[src/rtl/hall_decoder_if.sv]
// hall_decoder_if: hall sensor inputs, error clear and decoded outputs of hall_decoder
//   master: drives hall_1..3 and err_clr, observes the decoded outputs
//   slave : the decoder side
interface hall_decoder_if #(
  parameter int POS_WIDTH    = 16,
  parameter int PERIOD_WIDTH = 24
);
  logic                    hall_1, hall_2, hall_3, err_clr;
  logic [2:0]              sector;
  logic                    dir, edge_pulse, stall, hall_err;
  logic [POS_WIDTH-1:0]    position;
  logic [PERIOD_WIDTH-1:0] period;
  modport master (
    output hall_1, hall_2, hall_3, err_clr,
    input  sector, dir, position, period, edge_pulse, stall, hall_err
  );
  modport slave (
    input  hall_1, hall_2, hall_3, err_clr,
    output sector, dir, position, period, edge_pulse, stall, hall_err
  );
endinterface

[src/rtl/hall_decoder.sv]
// hall_decoder: synchronizes and filters three hall sensors, decodes sector,
// direction, signed step position, step period, stall and sticky error.
//   clk_i   : clock, all state on rising edge
//   rst_n_i : asynchronous active-low reset
//   bus     : hall_decoder_if.slave (hall_1..3, err_clr in; sector, dir,
//             position, period, edge_pulse, stall, hall_err out)
module hall_decoder #(
  parameter int FILTER_LEN   = 4,
  parameter int POS_WIDTH    = 16,
  parameter int PERIOD_WIDTH = 24
) (
  input logic           clk_i,
  input logic           rst_n_i,
  hall_decoder_if.slave bus
);
  localparam logic [3:0]              FL   = 4'(FILTER_LEN);
  localparam logic [PERIOD_WIDTH-1:0] PMAX = '1;
  logic [2:0]              sync1_q, sync2_q, filt_q, filt_d, sector_q, sector_d, new_sec;
  logic [3:0]              cnt_q, cnt_d, dsum, diff;
  logic                    dir_q, dir_d, edge_q, err_q, err_d, stall_q, stall_d;
  logic                    accept, old_ok, new_ok, fwd, rev, step, err_ev;
  logic [POS_WIDTH-1:0]    pos_q, pos_d;
  logic [PERIOD_WIDTH-1:0] per_q, per_d, pcnt_q, pcnt_d;
  function automatic logic [2:0] decode(input logic [2:0] c);
    case (c)
      3'b001:  return 3'd0;
      3'b011:  return 3'd1;
      3'b010:  return 3'd2;
      3'b110:  return 3'd3;
      3'b100:  return 3'd4;
      3'b101:  return 3'd5;
      default: return 3'd7;
    endcase
  endfunction
  always_comb begin
    // sync1 != sync2 means the synchronized code changes on this edge
    cnt_d    = (sync1_q != sync2_q) ? 4'd0 : (cnt_q == FL) ? cnt_q : cnt_q + 4'd1;
    accept   = (cnt_q == FL) && (sync2_q != filt_q);
    filt_d   = accept ? sync2_q : filt_q;
    new_sec  = decode(sync2_q);
    // (new - old) mod 6, both operands in 0..5
    dsum     = {1'b0, new_sec} + 4'd6 - {1'b0, sector_q};
    diff     = (dsum >= 4'd6) ? dsum - 4'd6 : dsum;
    old_ok   = sector_q != 3'd7;
    new_ok   = new_sec != 3'd7;
    fwd      = accept && old_ok && new_ok && diff == 4'd1;
    rev      = accept && old_ok && new_ok && diff == 4'd5;
    step     = fwd || rev;
    err_ev   = accept && (!new_ok || (old_ok && !step));
    sector_d = accept ? new_sec : sector_q;
    dir_d    = fwd ? 1'b1 : rev ? 1'b0 : dir_q;
    pos_d    = fwd ? pos_q + 1'b1 : rev ? pos_q - 1'b1 : pos_q;
    err_d    = err_ev ? 1'b1 : bus.err_clr ? 1'b0 : err_q;
    pcnt_d   = step ? PERIOD_WIDTH'(1) : (pcnt_q == PMAX) ? pcnt_q : pcnt_q + 1'b1;
    // a saturated counter means the interval is unmeasurable: restart only
    stall_d  = step ? (pcnt_q == PMAX) : (pcnt_d == PMAX) ? 1'b1 : stall_q;
    per_d    = step ? ((pcnt_q == PMAX) ? per_q : pcnt_q) : (pcnt_d == PMAX) ? PMAX : per_q;
  end
  always_ff @(posedge clk_i or negedge rst_n_i) begin
    if (!rst_n_i) begin
      sync1_q  <= '0;
      sync2_q  <= '0;
      filt_q   <= '0;
      cnt_q    <= '0;
      sector_q <= 3'd7;
      dir_q    <= 1'b0;
      pos_q    <= '0;
      edge_q   <= 1'b0;
      err_q    <= 1'b0;
      per_q    <= PMAX;
      pcnt_q   <= PMAX;
      stall_q  <= 1'b1;
    end else begin
      sync1_q  <= {bus.hall_3, bus.hall_2, bus.hall_1};
      sync2_q  <= sync1_q;
      filt_q   <= filt_d;
      cnt_q    <= cnt_d;
      sector_q <= sector_d;
      dir_q    <= dir_d;
      pos_q    <= pos_d;
      edge_q   <= accept;
      err_q    <= err_d;
      per_q    <= per_d;
      pcnt_q   <= pcnt_d;
      stall_q  <= stall_d;
    end
  end
  assign bus.sector     = sector_q;
  assign bus.dir        = dir_q;
  assign bus.position   = pos_q;
  assign bus.period     = per_q;
  assign bus.edge_pulse = edge_q;
  assign bus.stall      = stall_q;
  assign bus.hall_err   = err_q;
endmodule
[src/flat_wrapper.sv]
// flat-port wrapper written by rule: the top's interface ports become plain ports
module hall_decoder_flat 
#(
  parameter int FILTER_LEN   = 4,
  parameter int POS_WIDTH    = 16,
  parameter int PERIOD_WIDTH = 24
)
  (clk_i, rst_n_i, bus_hall_1, bus_hall_2, bus_hall_3, bus_err_clr, bus_sector, bus_dir, bus_position, bus_period, bus_edge_pulse, bus_stall, bus_hall_err);
  hall_decoder_if #(.POS_WIDTH(POS_WIDTH), .PERIOD_WIDTH(PERIOD_WIDTH)) bus_i ();
  input logic clk_i;
  input logic rst_n_i;
  input wire logic [$bits(bus_i.hall_1)-1:0] bus_hall_1;
  input wire logic [$bits(bus_i.hall_2)-1:0] bus_hall_2;
  input wire logic [$bits(bus_i.hall_3)-1:0] bus_hall_3;
  input wire logic [$bits(bus_i.err_clr)-1:0] bus_err_clr;
  output wire logic [$bits(bus_i.sector)-1:0] bus_sector;
  output wire logic [$bits(bus_i.dir)-1:0] bus_dir;
  output wire logic [$bits(bus_i.position)-1:0] bus_position;
  output wire logic [$bits(bus_i.period)-1:0] bus_period;
  output wire logic [$bits(bus_i.edge_pulse)-1:0] bus_edge_pulse;
  output wire logic [$bits(bus_i.stall)-1:0] bus_stall;
  output wire logic [$bits(bus_i.hall_err)-1:0] bus_hall_err;
  assign bus_i.hall_1 = bus_hall_1;
  assign bus_i.hall_2 = bus_hall_2;
  assign bus_i.hall_3 = bus_hall_3;
  assign bus_i.err_clr = bus_err_clr;
  assign bus_sector = bus_i.sector;
  assign bus_dir = bus_i.dir;
  assign bus_position = bus_i.position;
  assign bus_period = bus_i.period;
  assign bus_edge_pulse = bus_i.edge_pulse;
  assign bus_stall = bus_i.stall;
  assign bus_hall_err = bus_i.hall_err;
  hall_decoder #(.FILTER_LEN(FILTER_LEN), .POS_WIDTH(POS_WIDTH), .PERIOD_WIDTH(PERIOD_WIDTH)) u_core (.clk_i(clk_i), .rst_n_i(rst_n_i), .bus(bus_i));
endmodule
[config.mk]
export PLATFORM = sky130hd
export DESIGN_NAME = hall_decoder_flat
export DESIGN_NICKNAME = d
export VERILOG_FILES = /design/src/rtl/hall_decoder_if.sv /design/src/rtl/hall_decoder.sv /design/src/flat_wrapper.sv
export SDC_FILE = /design/constraint.sdc
export NUM_CORES = 1
export LEC_CHECK = 0
export ABC_CLOCK_PERIOD_IN_PS = 6900
export CAP_MARGIN = 5
export CELL_PAD_IN_SITES_DETAIL_PLACEMENT = 0
export CELL_PAD_IN_SITES_GLOBAL_PLACEMENT = 2
export CORE_MARGIN = 2
export CORE_UTILIZATION = 36
export DETAILED_ROUTE_END_ITERATION = 10
export PLACE_DENSITY = 0.88
export SLEW_MARGIN = 20
export SYNTH_ARGS = -nofsm -noshare
export SYNTH_HDL_FRONTEND = slang
export SYNTH_SLANG_ARGS = --single-unit
export TNS_END_PERCENT = 30
[constraint.sdc]
create_clock -name clk_i -period 6.9 [get_ports clk_i]
set_input_delay 0.69 -clock clk_i [delete_from_list [all_inputs] [get_ports clk_i]]
set_output_delay 0.69 -clock clk_i [all_outputs]
set_load 0.01 [all_outputs]
# Word level (Yosys, flattened, before mapping)
# Cells that the tools add are included.
# W data, S select, Z words.
[word_totals]
register_bits = 84
input_bits = 6
elab_cells = 69
[op_classes]
reduce_logical = 15
addsub = 7
n_eq_ne = 17
mux = 17
n_lt_le_gt_ge = 1
[op_table]
columns = ["op", "n"]
rows = [
  ["$mux W24", 5],
  ["$eq A24 B24 Y1 const B", 2],
  ["$mux W16", 2],
  ["$add A24 B1 Y24 const B", 1],
  ["$pmux W3 S6", 1],
  ["$add A16 B1 Y16 const B", 1],
  ["$sub A16 B1 Y16 const B", 1],
  ["$mux W4", 3],
  ["$eq A3 B3 Y1 const B", 3],
  ["$eq A4 B3 Y1 const B", 2],
  ["$logic_and A1 B1 Y1", 7],
  ["$eq A3 B2 Y1 const B", 2],
  ["$mux W1", 6],
  ["$ne A3 B3 Y1", 2],
  ["$ne A3 B3 Y1 const B", 2],
  ["$reduce_bool A2 Y1", 3],
  ["$add A3 B3 Y4 const B", 1],
  ["$add A4 B1 Y4 const B", 1],
  ["$eq A4 B1 Y1 const B", 1],
  ["$ge A4 B3 Y1 const B", 1],
  ["$sub A4 B3 Y4", 1],
  ["$sub A4 B3 Y4 const B", 1],
  ["$eq A3 B1 Y1 const B", 1],
  ["$logic_not A1 Y1", 2],
  ["4 further kinds", 5],
]

# Longest topological paths before layout
# Gate-level depths: netlist of the first run.
[logic_depth]
word_depth = 14
mapped_depth = 23
depth_no_buf = 22

# Least setup slack after synthesis of the first run
# Ideal clock, no wire load.
[synth_path]
path_kind = "reg2reg"
from = "register u_core.sync2_q[1]"
to = "register u_core.pos_q[15] (netlist: u_core.bus.position[15])"
arrival_ns = 5.190
path_slack_ns = 1.630
required_ns = 6.820
stages_incl_launch_ff = 23
path_buffers = 1
period_less_slack_ns = 5.270
path_cell_list = "dfrtp_1 > buf_2 > or2_2 > a21oi_1 > ha_1 > inv_1 > ha_1 > fa_1 > ha_1 > nand2b_1 > mux2_2 > nor4b_1 > and2_1 > inv_1 > ha_1 > a211oi_1 > nor2_1 > o41ai_1 > a211oi_1 > o31ai_1 > nand2b_1 > a211oi_1 > xnor2_1"
[synth_between]
elab_chain_len = 9
[synth_lines]
columns = ["element", "line", "source"]
rows = [
  ["from (decl)", "hall_decoder.sv:18", "logic [2:0] sync1_q, sync2_q, filt_q, filt_d, sector_q, sector_d, new_sec;"],
  ["from (signal assigned)", "hall_decoder.sv:75", "sync2_q <= sync1_q;"],
  ["$eq A3 B3 Y1, or another cell as far along", "hall_decoder.sv:25", "case (c)"],
  ["$pmux W3 S6", "hall_decoder.sv:25", ""],
  ["$add A3 B3 Y4", "hall_decoder.sv:42", "dsum = {1'b0, new_sec} + 4'd6 - {1'b0, sector_q};"],
  ["$sub A4 B3 Y4", "hall_decoder.sv:42", ""],
  ["$sub A4 B3 Y4 or $ge A4 B3 Y1 (tied branches)", "hall_decoder.sv:43", "diff = (dsum >= 4'd6) ? dsum - 4'd6 : dsum;"],
  ["$mux W4", "hall_decoder.sv:43", ""],
  ["$eq A4 B1 Y1 or $eq A4 B3 Y1 (tied branches)", "hall_decoder.sv:46, hall_decoder.sv:47", ""],
  ["$logic_and A1 B1 Y1 (on tied branches)", "hall_decoder.sv:46, hall_decoder.sv:47", ""],
  ["$mux W16 or $reduce_bool A2 Y1 (tied branches)", "-", ""],
  ["to (signal assigned)", "hall_decoder.sv:80", "pos_q <= pos_d;"],
  ["to (decl)", "hall_decoder.sv:22", "logic [POS_WIDTH-1:0] pos_q, pos_d;"],
]
# Parallel ways exist; a longest one is shown, timed or not.
# A chain may end at the register's enable or synchronous reset.

# Final worst setup path of the first run
# Ends and elaborated chain as after synthesis.

==> impl_metrics.toml, run 1 <==
[run_status]
outcome = "complete, no violations"

[logic_synthesis]
synthDistinctLibCells = 60
yosysTopAreaCellShare_pct = 28.8
syn_nets = 522
synth.avg_cell_area_um2 = 9.64
yosysTopAreaCell = "dfstp_2"
yosys_warnings = 0
yosysMostFrequentCell = "nand2_1"
synthArstFlopShare_pct = 100
synth_edf_count = 0
synthTopCellsByArea = "dfstp_2, dfrtp_1, ha_1, nand3_1, nand2_1"
ys.flop_type = "dfstp_2"
seq_area_frac_synth_pct = 45.7
synth_common_cells = "nand2_1, nand3_1, dfstp_2"
syn_area_um2 = 4740
syn_inst = 492
ys_ff_latch = 84

[cts]
clk_latency_ns = 0.35
cts_buffer_depth = 2
postCtsSetupBuffers = 0
cts_sinks = 84
post_cts_resized = 0
cts_max_level = 3
cts_tree = "built"
numCtsBuffers = 9
clk_pin_slew_ns = 0.06
cts-root-buf = "clkbuf_16"
hold_buffers = 0

[global_routing]
gr-usage-met1_pct = 22.1
grt_use_met3_pct = 3.91
grt_util_all_layers_pct = 15.9
antenna_found_initial = 0
top_usage_layer = "met2"
grt_pass1_wl_um = 17900
grt_pass1_vias = 3576
grt_max_degree = 49
gr-usage-met2_pct = 23.9
overflow = 0

[cells_and_area]
area_growth_syn_to_layout_pct = 20.0
fin_nets = 567
diodes = 0
seq_area_um2 = 2170
multi_input_area_um2 = 2420
fillers = 1301
drive_gt1_share_pct = 17.5

[timing]
final.min_clock_period_ns = 5.65
fmax_mhz = 177
skew_ns = 0.00617
worstMarginPinSlew_ns = 0.843
setup_ws_ns = 1.25
finalMaxSlewViolations = 0
rsz0062_at_grt = "no"
hold_viol = 0
setup_viol = 0
tns_ns = 0
fin_crit_sh_pct = 81.9
maxSlewHeadroom_pct = 43.7

[power_and_ir_drop]
p_int_mw = 0.850
p_leak_nw = 2.40
ir_drop_mv = 0.0839
power_switching_mw = 0.277
combPwrFrac_pct = 7.6
switching_share_pct = 24.6
power.density_nw_per_um2 = 198
pwr-share-seq_pct = 50.1
clock_power_share_pct = 42.3

[floorplanning]
ios = 53
die_y_um = 119
start_util_pct = 37.3
dieArea_um2 = 14100
rows = 41
core_um2 = 12700
die_w_um = 119

[setup_path]
cp-start-kind = "flop"
rr_worst_depth = 21
cp_data_required_time_ns = 7.17
path_max_fanout = 15
end_kind = "flop"
cp.arrival_ns = 5.92
crit_type = "flop to flop"

[placed_design]
dp.final_hpwl_um = 7390
portBuffers = 52
gp_congestion = 0.806
pre_cts_ws_ns = 1.25

[detailed_routing]
route.detailed.drc = 0
wire_per_inst_um = 14.8
antenna_left = 0
via_per_inst = 5.15
first_pass_iters = 4
num_vias = 3680
wirelength_um = 10600
drt_iter0_markers = 171

[min_path]
hold_path.class = "input port to asynchronous set/reset pin"

[job]
maxCapViolations = 0
per-layer routing:
metal / part of all wire, % / wire, um
met1: 50 / 5310
met2: 45 / 4780
met3: 3.3 / 350
met4: 1.3 / 135
met5: 0 / 0
critical path: stages (launching register included):
cell and delay (ns):
dfrtp_1 0.47, or2_2 0.35, a21oi_1 0.22, ha_1 0.18, inv_1 0.04, ha_1 0.17
fa_1 0.48, ha_1 0.21, nand2b_1 0.13, mux2_2 0.28, nor4b_2 0.29, and2_1 0.22
inv_1 0.28, ha_1 0.39, a211oi_1 0.30, nor2_1 0.12, o41ai_1 0.46, a211oi_1 0.19
o31ai_1 0.26, nand2b_1 0.10, a211oi_1 0.27, xnor2_1 0.15
registers in the layout (all words and copies together) (netlist names):
name                   count
u_core.bus.hall_err        1
u_core.cnt_q               4
u_core.sync2_q             3
u_core.bus.edge_pulse      1
u_core.bus.dir             1
u_core.filt_q              3
u_core.pcnt_q             24
u_core.bus.sector          3
u_core.bus.period         24
u_core.bus.stall           1
u_core.sync1_q             3
u_core.bus.position       16
stage by stage:
stage               hold slack [ns]  util [%]  area (um2)  power (mW)  cells
global route                  0.358      44.7        5690        1.18    714
global placement              0.397      42.4        5400       0.655    698
floorplan                     0.373         -        4740       0.624    492
detailed placement            0.383      42.4        5400       0.657    698
CTS                           0.339      44.7        5690        1.14    714
finish                        0.333      44.7        5690        1.13    714
final cells by class:
cell class / instances / area share (%)
multi-input cells: 372 / 42.5
flip-flops and latches: 84 / 38.1
repair buffers: 55 / 9.50
clock buffers: 16 / 5.15
well taps: 172 / 3.78
inverters: 15 / 0.990
power by group through the flow:
| stage | sequential (mW) | combinational (mW) | clock (mW) |
|---|---|---|---|
| CTS | 0.562 | 0.0875 | 0.493 |
| detailed placement | 0.570 | 0.0869 | 0 |
| global placement | 0.570 | 0.0850 | 0 |
| finish | 0.564 | 0.0857 | 0.477 |
| global route | 0.567 | 0.0977 | 0.516 |
| floorplan | 0.546 | 0.0773 | 0 |
cell families (layout without fill, tap and decap cells):
family                   Yosys count  count (layout)  synth area share, %
AND/OR/NAND/NOR                  223             223                 24.7
flip-flops                        84              84                 45.7
buffers and inverters             36              86                 3.43
adder cells (fa/ha/maj)           24              24                 6.65
XOR/XNOR                          41              41                 7.57
AO/OA/AOI/OAI                     78              78                 10.6
multiplexers                       6               6                 1.37
layout by cell type, fill, tap and decap left out, types with 7 or more instances in the layout:
master and count:
xnor2_1 24, clkdlybuf4s50_1 51, dfrtp_1 32, inv_1 15, a211oi_1 8, nand3_2 11
and2_1 7, clkbuf_16 10, nand3_1 53, nand2_1 60, xor2_1 17, nor3_1 15
o21ai_0 24, dfstp_2 52, a21oi_1 17, ha_1 22, nor2_1 39
final timing paths:
path / slack, ns / end / startpoint
min in group clk_i: 0.39 / u_core.sync2_q[2] / u_core.sync1_q[2]
setup reg to reg: 1.25 / u_core.bus.position[15] / u_core.sync2_q[1]
setup / recovery: 1.25 / u_core.bus.position[15] / u_core.sync2_q[1]
hold / removal: 0.33 / u_core.cnt_q[1] / rst_n_i
hold reg to reg: 0.39 / u_core.sync2_q[2] / u_core.sync1_q[2]
max in group asynchronous: 5.61 / u_core.filt_q[0] / rst_n_i
No activity file was read; power rests on OpenSTA's default activity.
==> run 2, diff against run 1 <==
- ABC_CLOCK_PERIOD_IN_PS: 6900 -> 4600
- CORE_UTILIZATION: 36 -> 32
- PLACE_DENSITY: 0.88 -> 0.84
- clock period: 6.9 -> 4.6 ns (I/O delays scaled with it)
==> impl_metrics.toml, run 2 (synthesized netlist as in run 1, its figures left out) <==
[setup_path]
cp.arrival_ns = 4.81
slowest_delay_ns = 0.46
crit_path_cell_trace = "or2_4, a21oi_4, ha_2, inv_2, ha_4, fa_1, ha_2, nand2b_4, mux2_4, nor4b_4, and2_4, inv_8, ha_4, a211oi_4, nor2_2, o41ai_2, buf_4, a211oi_4, o31ai_1, nand2b_1, a211oi_2, xnor2_1"
crit_slowest_cell = "fa_1"
crit_buf_inv = 3
path_delay_family = "adder cells"
end_kind = "flop"
cp-start-kind = "flop"
path_max_fanout = 7
cp_data_required_time_ns = 4.86
crit_type = "flop to flop"

[cts]
cts_buffer_depth = 2
numCtsBuffers = 9
cts_tree = "built"
clk_latency_ns = 0.34
clk_pin_slew_ns = 0.06
cts_max_level = 3
cts_sinks = 84
cts-root-buf = "clkbuf_16"

[power_and_ir_drop]
pwr-share-seq_pct = 47.7
switching_share_pct = 25.1
p_int_mw = 1.32
clock_power_share_pct = 43.2
p_leak_nw = 2.59
ir_drop_mv = 0.130
power_switching_mw = 0.442
power.density_nw_per_um2 = 286
combPwrFrac_pct = 9.1
finalPower_mw = 1.76

[placed_design]
portBuffers = 52
gp_congestion = 0.825
dpl-instance-area_um2 = 5710
dp.final_hpwl_um = 7960

[min_path]
hold_path.class = "flop to flop"

[cells_and_area]
fin_nets = 599
finish.utilization_pct = 42.6
diodes = 0
final_common_cell = "nand2_1"
layout_common_cells = "nand2_1, nand3_1, dfstp_2, clkdlybuf4s50_1, nor2_1"
drive_gt1_share_pct = 27.4
final_area_um2 = 6170
area_growth_syn_to_layout_pct = 30.1

[floorplanning]
core_um2 = 14500
dieArea_um2 = 15800
die_w_um = 126
die_y_um = 126
rows = 44
start_util_pct = 32.7
ios = 53

[detailed_routing]
drt_iter0_markers = 201
route.detailed.drc = 0
antenna_left = 0
dr_wl_met3_um = 297
via_per_inst = 5.01
first_pass_iters = 4
top_layer = "met4"
wirelength_um = 11200
wl_met1_um = 5530
wl_met2_um = 5290
wire_per_inst_um = 14.8
num_vias = 3799

[timing]
rsz0062_at_grt = "yes"
fin_crit_sh_pct = 98.9
fmax_mhz = 220
final.min_clock_period_ns = 4.55
skew_ns = 0.00808
maxSlewHeadroom_pct = 52.9
finalMaxSlewViolations = 0
worstMarginPinSlew_ns = 0.700
hold_viol = 0
setup_viol = 0

[global_routing]
antenna_found_initial = 0
overflow = 0
grt_max_degree = 49
grt_pass1_wl_um = 19100
grt_pass1_vias = 3851
grt_util_all_layers_pct = 14.7

[run_status]
outcome = "complete, no violations"

[job]
maxCapViolations = 0
[run 2: layout make-up]
| type | count | area [um2] |
|---|---|---|
| Timing Repair Buffer | 87 | 781 |
| Clock inverter | 5 | 57.6 |
| Clock buffer | 11 | 254 |
| Tap cell | 184 | 230 |
| Multi-Input combinational cell | 372 | 2610 |
| Fill cell | 1389 | 8310 |
| Inverter | 15 | 63.8 |
| Sequential cell | 84 | 2170 |
[run 2: through the flow]
step	setup TNS (ns)	hold slack [ns]	instances	worst slack (ns)
after floorplan	-0.00589	0.164	492	-0.00589
after global placement	-0.0270	0.388	739	-0.0245
after detailed placement	-0.338	0.390	739	-0.119
after CTS	-0.00596	0.403	756	-0.00596
after global routing	-0.604	0.412	758	-0.238
final	0	0.396	758	0.0519
[run 2: power groups by stage]
stage | Clock, mW | Combinational (mW) | Sequential [mW]
after CTS | 0.789 | 0.154 | 0.840
after detailed placement | 0 | 0.151 | 0.852
final | 0.762 | 0.160 | 0.841
after global placement | 0 | 0.148 | 0.851
after floorplan | 0 | 0.122 | 0.820
after global routing | 0.819 | 0.182 | 0.849
[run 2: routing by layer]
metal | up-vias | global-route usage (%)
li1 | 1890 | -
met1 | 1863 | 20.4
met2 | 37 | 23.1
met3 | 9 | 3.19
met4 | 0 | 4.12
met5 | - | 0
[run 2: repair_timing]
action                                 CTS  global route
buffers inserted                         1             2
endpoints found under the hold margin    0             0
gates resized for setup                  6            25
setup endpoints to repair                6             7
hold buffers                             0             0
pin swaps                                7             9
[run 2: path summary, 6_finish.rpt]
kind	startpoint	to	cells after the start	slack [ns]
max in group asynchronous	rst_n_i	u_core.sync2_q[2]	2	3.50
setup / recovery	u_core.sync2_q[1]	u_core.bus.position[15]	22	0.05
hold reg to reg	u_core.sync1_q[0]	u_core.sync2_q[0]	0	0.40
hold / removal	u_core.sync1_q[0]	u_core.sync2_q[0]	0	0.40
min in group asynchronous	rst_n_i	u_core.bus.period[16]	1	0.44
setup reg to reg	u_core.sync2_q[1]	u_core.bus.position[15]	22	0.05
==> RTL edit 1: new RTL, flow settings as in run 1 <==
`PERIOD_WIDTH` is set to 24 in 3 places; all go to 32.
--- a/src/rtl/hall_decoder_if.sv
+++ b/src/rtl/hall_decoder_if.sv
@@ -3,7 +3,7 @@
 //   slave : the decoder side
 interface hall_decoder_if #(
   parameter int POS_WIDTH    = 16,
-  parameter int PERIOD_WIDTH = 24
+  parameter int PERIOD_WIDTH = 32
 );
   logic                    hall_1, hall_2, hall_3, err_clr;
   logic [2:0]              sector;
--- a/src/rtl/hall_decoder.sv
+++ b/src/rtl/hall_decoder.sv
@@ -7,7 +7,7 @@
 module hall_decoder #(
   parameter int FILTER_LEN   = 4,
   parameter int POS_WIDTH    = 16,
-  parameter int PERIOD_WIDTH = 24
+  parameter int PERIOD_WIDTH = 32
 ) (
   input logic           clk_i,
   input logic           rst_n_i,
--- a/src/flat_wrapper.sv
+++ b/src/flat_wrapper.sv
@@ -3,7 +3,7 @@
 #(
   parameter int FILTER_LEN   = 4,
   parameter int POS_WIDTH    = 16,
-  parameter int PERIOD_WIDTH = 24
+  parameter int PERIOD_WIDTH = 32
 )
   (clk_i, rst_n_i, bus_hall_1, bus_hall_2, bus_hall_3, bus_err_clr, bus_sector, bus_dir, bus_position, bus_period, bus_edge_pulse, bus_stall, bus_hall_err);
   hall_decoder_if #(.POS_WIDTH(POS_WIDTH), .PERIOD_WIDTH(PERIOD_WIDTH)) bus_i ();
Ports: changed (resized bus_period); port bits go from 53 to 61. No check against the original RTL was run, so the function may have changed too.
==> RTL edit 1 against run 1 <==
  * Count of clock-buffer cells in the layout down 5
  * Routed wire length is 15% higher
  * Synthesized cell count is 18% higher
  * Design area is 17% higher
  * Fmax increased by 0.63%
  * Critical endpoint unchanged
  * Total power is 5.9% higher
  * Setup slack better by 0.035 ns
  * Sequential cell count rose by 16
  * Area after synthesis is 19% higher
==> RTL edit 1: results (changes against run 1) <==
Routed via count divided by cell count: 5.036 (was 5.154)
Worst-case clock skew: 0.009464 ns (was 0.006170 ns)
Met1 demand-to-capacity share in global routing: 20.09% (was 22.09%)
Sequential area share after synthesis: 45.92% (was 45.71%)
Routed vias: 4,245 (was 3,680)
Worst setup timing slack at the placement stage: 1.269 ns (was 1.247 ns)
Average cell area after synthesis: 9.664 sq um (was 9.636 sq um)
Placed cell count: 827 (was 698)
Proportion of power drawn by combinational gates: 6.3% (was 7.6%)
Peak Freq: 0.1782 GHz (was 0.1770 GHz)
Total nets after synthesis: 614 (was 522)
Met2 global-route usage: 26.10% (was 23.92%)
Layout cell share with drive strength beyond 1: 21.20% (was 17.53%)
Port Buf Inserts: 60 (was 52)
Detailed-routed wire length on met2: 5.905 mm (was 4.784 mm)
Outcome: finished, final reports clean (unchanged)
Post-route met1 wirelength: 5.648 mm (was 5.312 mm)
Post-Route Hold Slack: 0.3497 ns (was 0.3327 ns)
Maximum cell stage delay along the critical path: 0.52 ns (was 0.48 ns)
Global routing usage summed across all routing layers: 15.58% (was 15.91%)
Part of the power in registers: 53.4% (was 50.1%)
Flip-flop and latch power: 637 uW (was 564 uW)
Leakage power: 0.002890 uW (was 0.002398 uW)
Largest cells by area after synthesis: sky130_fd_sc_hd__dfstp_2 32%, sky130_fd_sc_hd__dfrtp_1 14%, sky130_fd_sc_hd__nand3_2 5.3% (was sky130_fd_sc_hd__dfstp_2 29%, sky130_fd_sc_hd__dfrtp_1 17%, sky130_fd_sc_hd__ha_1 5.8%)
Ranking of synthesized cells by instance count: 77 x sky130_fd_sc_hd__nand2_1, 68 x sky130_fd_sc_hd__dfstp_2, 52 x sky130_fd_sc_hd__nor2_1, 49 x sky130_fd_sc_hd__nand3_1, 32 x sky130_fd_sc_hd__dfrtp_1 (was 60 x sky130_fd_sc_hd__nand2_1, 53 x sky130_fd_sc_hd__nand3_1, 52 x sky130_fd_sc_hd__dfstp_2, 39 x sky130_fd_sc_hd__nor2_1, 32 x sky130_fd_sc_hd__dfrtp_1)
Data arrival time at the worst-slack endpoint: 5.83 ns (was 5.92 ns)
Routing usage on met3: 2.973% (was 3.909%)
First-pass GRT wire length: 20.80 mm (was 17.94 mm)
Peak ir drop on the vdd network: 94.71 uV (was 83.92 uV)
Max transition margin: 47.69% (was 43.66%)
Int Pwr: 900.5 uW (was 849.8 uW)
Crit-path max FO: 18 (was 15)
Total placed instance area: 6375 sq um (was 5396 sq um)
Worst reg2reg setup slack: 1.29 ns (was 1.25 ns)
Post-DP HPWL: 8.430 mm (was 7.392 mm)
RTL edit 1: changes by cell type after synthesis, sizes merged, moves of 5 or more:
cell    change
and2        -5
xnor2       +5
nor2       +13
dfstp      +16
nand2      +16
a211oi      -5
nand4       +6
a21oi       +7
nand3      +15
clkbuf      +7
RTL edit 1: layout make-up:
class	count	area (sq um)	area share, %
multi-input cells	436	2838	42.62
flip-flops and latches	100	2587	38.86
repair buffers	64	628.1	9.434
well taps	211	264.0	3.965
clock buffers	11	242.7	3.646
inverters	16	60.06	0.9021
clock inverters	5	37.54	0.5638
RTL edit 1: cell families (layout without fill, tap and decap cells):
kind of cell | after synthesis | in the layout | share of synthesized area (%)
AO/OA/AOI/OAI | 75 | 75 | 8.017
adder cells (fa/ha/maj) | 25 | 25 | 5.818
AND/OR/NAND/NOR | 282 | 282 | 27.85
buffers and inverters | 47 | 96 | 3.775
multiplexers | 7 | 7 | 1.310
flip-flops | 100 | 100 | 45.92
XOR/XNOR | 47 | 47 | 7.306
==> RTL edit 2: new RTL, config.mk and constraints of run 1 <==
Without the edit above. Reset style: synchronous (`rst_n_i`), changed in one clocked block. Comments in the files are not updated.
--- a/src/rtl/hall_decoder.sv
+++ b/src/rtl/hall_decoder.sv
@@ -56,7 +56,7 @@
     stall_d  = step ? (pcnt_q == PMAX) : (pcnt_d == PMAX) ? 1'b1 : stall_q;
     per_d    = step ? ((pcnt_q == PMAX) ? per_q : pcnt_q) : (pcnt_d == PMAX) ? PMAX : per_q;
   end
-  always_ff @(posedge clk_i or negedge rst_n_i) begin
+  always_ff @(posedge clk_i) begin
     if (!rst_n_i) begin
       sync1_q  <= '0;
       sync2_q  <= '0;
Formal check against the unedited RTL: differs if rst_n_i is asserted again (counterexample within 10 cycles, from zero or initial values and one cycle with rst_n_i low); with rst_n_i held inactive, the same outputs for 10 cycles.
==> RTL edit 2 against run 1 <==
  * Via count up 7.9%
  * Sequential cell count unchanged
  * Critical endpoint is now u_core.bus.position[15]$_SDFFE_PN0N_
  * Area after synthesis up 1.7%
  * Routed wire length up 3.7%
  * Largest cell class unchanged
  * Fmax up 13%
  * Clock power up 15%
  * Setup slack better by 0.63 ns
  * Total power down 3.8%
  * Critical path type unchanged
  * Design area up 0.59%
  * Sequential share of layout area down 8.7 points
==> RTL edit 2: results (changes against run 1) <==
Global routing usage summed across all routing layers: 16.10% (was 15.91%)
Hold/Removal Path Class: reg2reg (was in2async)
Crit-path max FO: 18 (was 15)
Data arrival time at the worst-slack endpoint: 5.29 ns (was 5.92 ns)
Leakage power: 0.002460 uW (was 0.002398 uW)
Actual slew at the worst max-slew pin: 0.8877 ns (was 0.8430 ns)
Layout cell share with drive strength beyond 1: 9.060% (was 17.53%)
Maximum number of pins on one net before global-route repair: 66 (was 49)
Vias in the first global route: 3,864 (was 3,576)
Final weighted congestion in routability-driven placement: 0.8569 (was 0.8061)
Net total in the final layout: 611 (was 567)
Source of the worst register-to-register timing path: u_core.sync2_q[2]$_SDFF_PN0_ (was u_core.sync2_q[1]$_DFF_PN0_)
Outcome: finished, final reports clean (unchanged)
Post-DP HPWL: 7.501 mm (was 7.392 mm)
Routed vias: 3,969 (was 3,680)
Sequential area share after synthesis: 34.86% (was 45.71%)
Number of DRC markers in iteration 0: 168 (was 171)
Post-synthesis async set-or-reset flop share: 0% (was 100.0%)
First-pass GRT wire length: 18.79 mm (was 17.94 mm)
Reg2reg path depth: 19 (was 21)
Total nets after synthesis: 579 (was 522)
Worst setup path startpoint: u_core.sync2_q[2]$_SDFF_PN0_ (was u_core.sync2_q[1]$_DFF_PN0_)
Flip-flop and latch power: 490 uW (was 564 uW)
Largest cells by area after synthesis: sky130_fd_sc_hd__dfxtp_1 35%, sky130_fd_sc_hd__mux2i_1 6.4%, sky130_fd_sc_hd__ha_1 6.0% (was sky130_fd_sc_hd__dfstp_2 29%, sky130_fd_sc_hd__dfrtp_1 17%, sky130_fd_sc_hd__ha_1 5.8%)
Synth unique cells: 70 (was 60)
==> RTL edit 2: layout make-up <==
cell class | count | area (sq um)
fillers | 1294 | 7415
clock buffers | 11 | 232.7
repair buffers | 57 | 573.1
multi-input cells | 413 | 2859
inverters | 15 | 56.30
flip-flops and latches | 84 | 1682
clock inverters | 5 | 100.1
well taps | 176 | 220.2
==> RTL edit 2: how the worst max path moves through the flow <==
stage                                           endpoint  slack, ns
floorplan           u_core.bus.position[15]$_SDFFE_PN0N_       1.80
global placement    u_core.bus.position[15]$_SDFFE_PN0N_       2.12
detailed placement  u_core.bus.position[15]$_SDFFE_PN0N_       1.87
CTS                 u_core.bus.position[15]$_SDFFE_PN0N_       1.85
global route        u_core.bus.position[15]$_SDFFE_PN0N_       1.38
finish              u_core.bus.position[15]$_SDFFE_PN0N_       1.89
==> RTL edit 2: layer usage <==
layer	vias up	part of all wire, %	global-route usage [%]
li1	2037	-	-
met1	1878	48	20.31
met2	48	48	27.29
met3	6	2.8	4.753
met4	0	0.74	3.382
met5	-	0	0
==> RTL edit 2: metrics by stage <==
stage | area (sq um) | std cells | setup WS, ns
after floorplan | 4823 | 548 | 1.797
after global placement | 5363 | 744 | 2.122
after detailed placement | 5363 | 744 | 1.869
after CTS | 5695 | 760 | 1.854
after global routing | 5723 | 761 | 1.380
final | 5723 | 761 | 1.885
==> RTL edit 2: worst max-delay path, cell delays in order, from the launching register on <==
cell                        delay, ns
sky130_fd_sc_hd__dfxtp_1         0.52
sky130_fd_sc_hd__xnor2_1         0.10
sky130_fd_sc_hd__o21ai_0         0.23
sky130_fd_sc_hd__ha_1            0.19
sky130_fd_sc_hd__inv_1           0.04
sky130_fd_sc_hd__ha_1            0.18
sky130_fd_sc_hd__fa_1            0.39
sky130_fd_sc_hd__xor2_1          0.43
sky130_fd_sc_hd__mux2i_1         0.17
sky130_fd_sc_hd__nor3_1          0.25
sky130_fd_sc_hd__o21ai_1         0.11
sky130_fd_sc_hd__buf_4           0.22
sky130_fd_sc_hd__ha_1            0.38
sky130_fd_sc_hd__o21ai_0         0.17
sky130_fd_sc_hd__o21a_1          0.21
sky130_fd_sc_hd__o31ai_1         0.43
sky130_fd_sc_hd__o2111ai_1       0.23
sky130_fd_sc_hd__o21ai_0         0.25
sky130_fd_sc_hd__mux2i_1         0.25
sky130_fd_sc_hd__mux2i_1         0.19
==> RTL edit 2: cell families (layout without fill, tap and decap cells) <==
group | after synthesis | in the layout | share of synthesized area (%)
mux | 31 | 31 | 6.433
simple gates | 201 | 201 | 23.63
compound gates | 122 | 122 | 16.01
xor+xnor | 34 | 34 | 6.174
flops | 84 | 84 | 34.86
buf+inv | 51 | 88 | 6.096
fa+ha+maj | 25 | 25 | 6.796
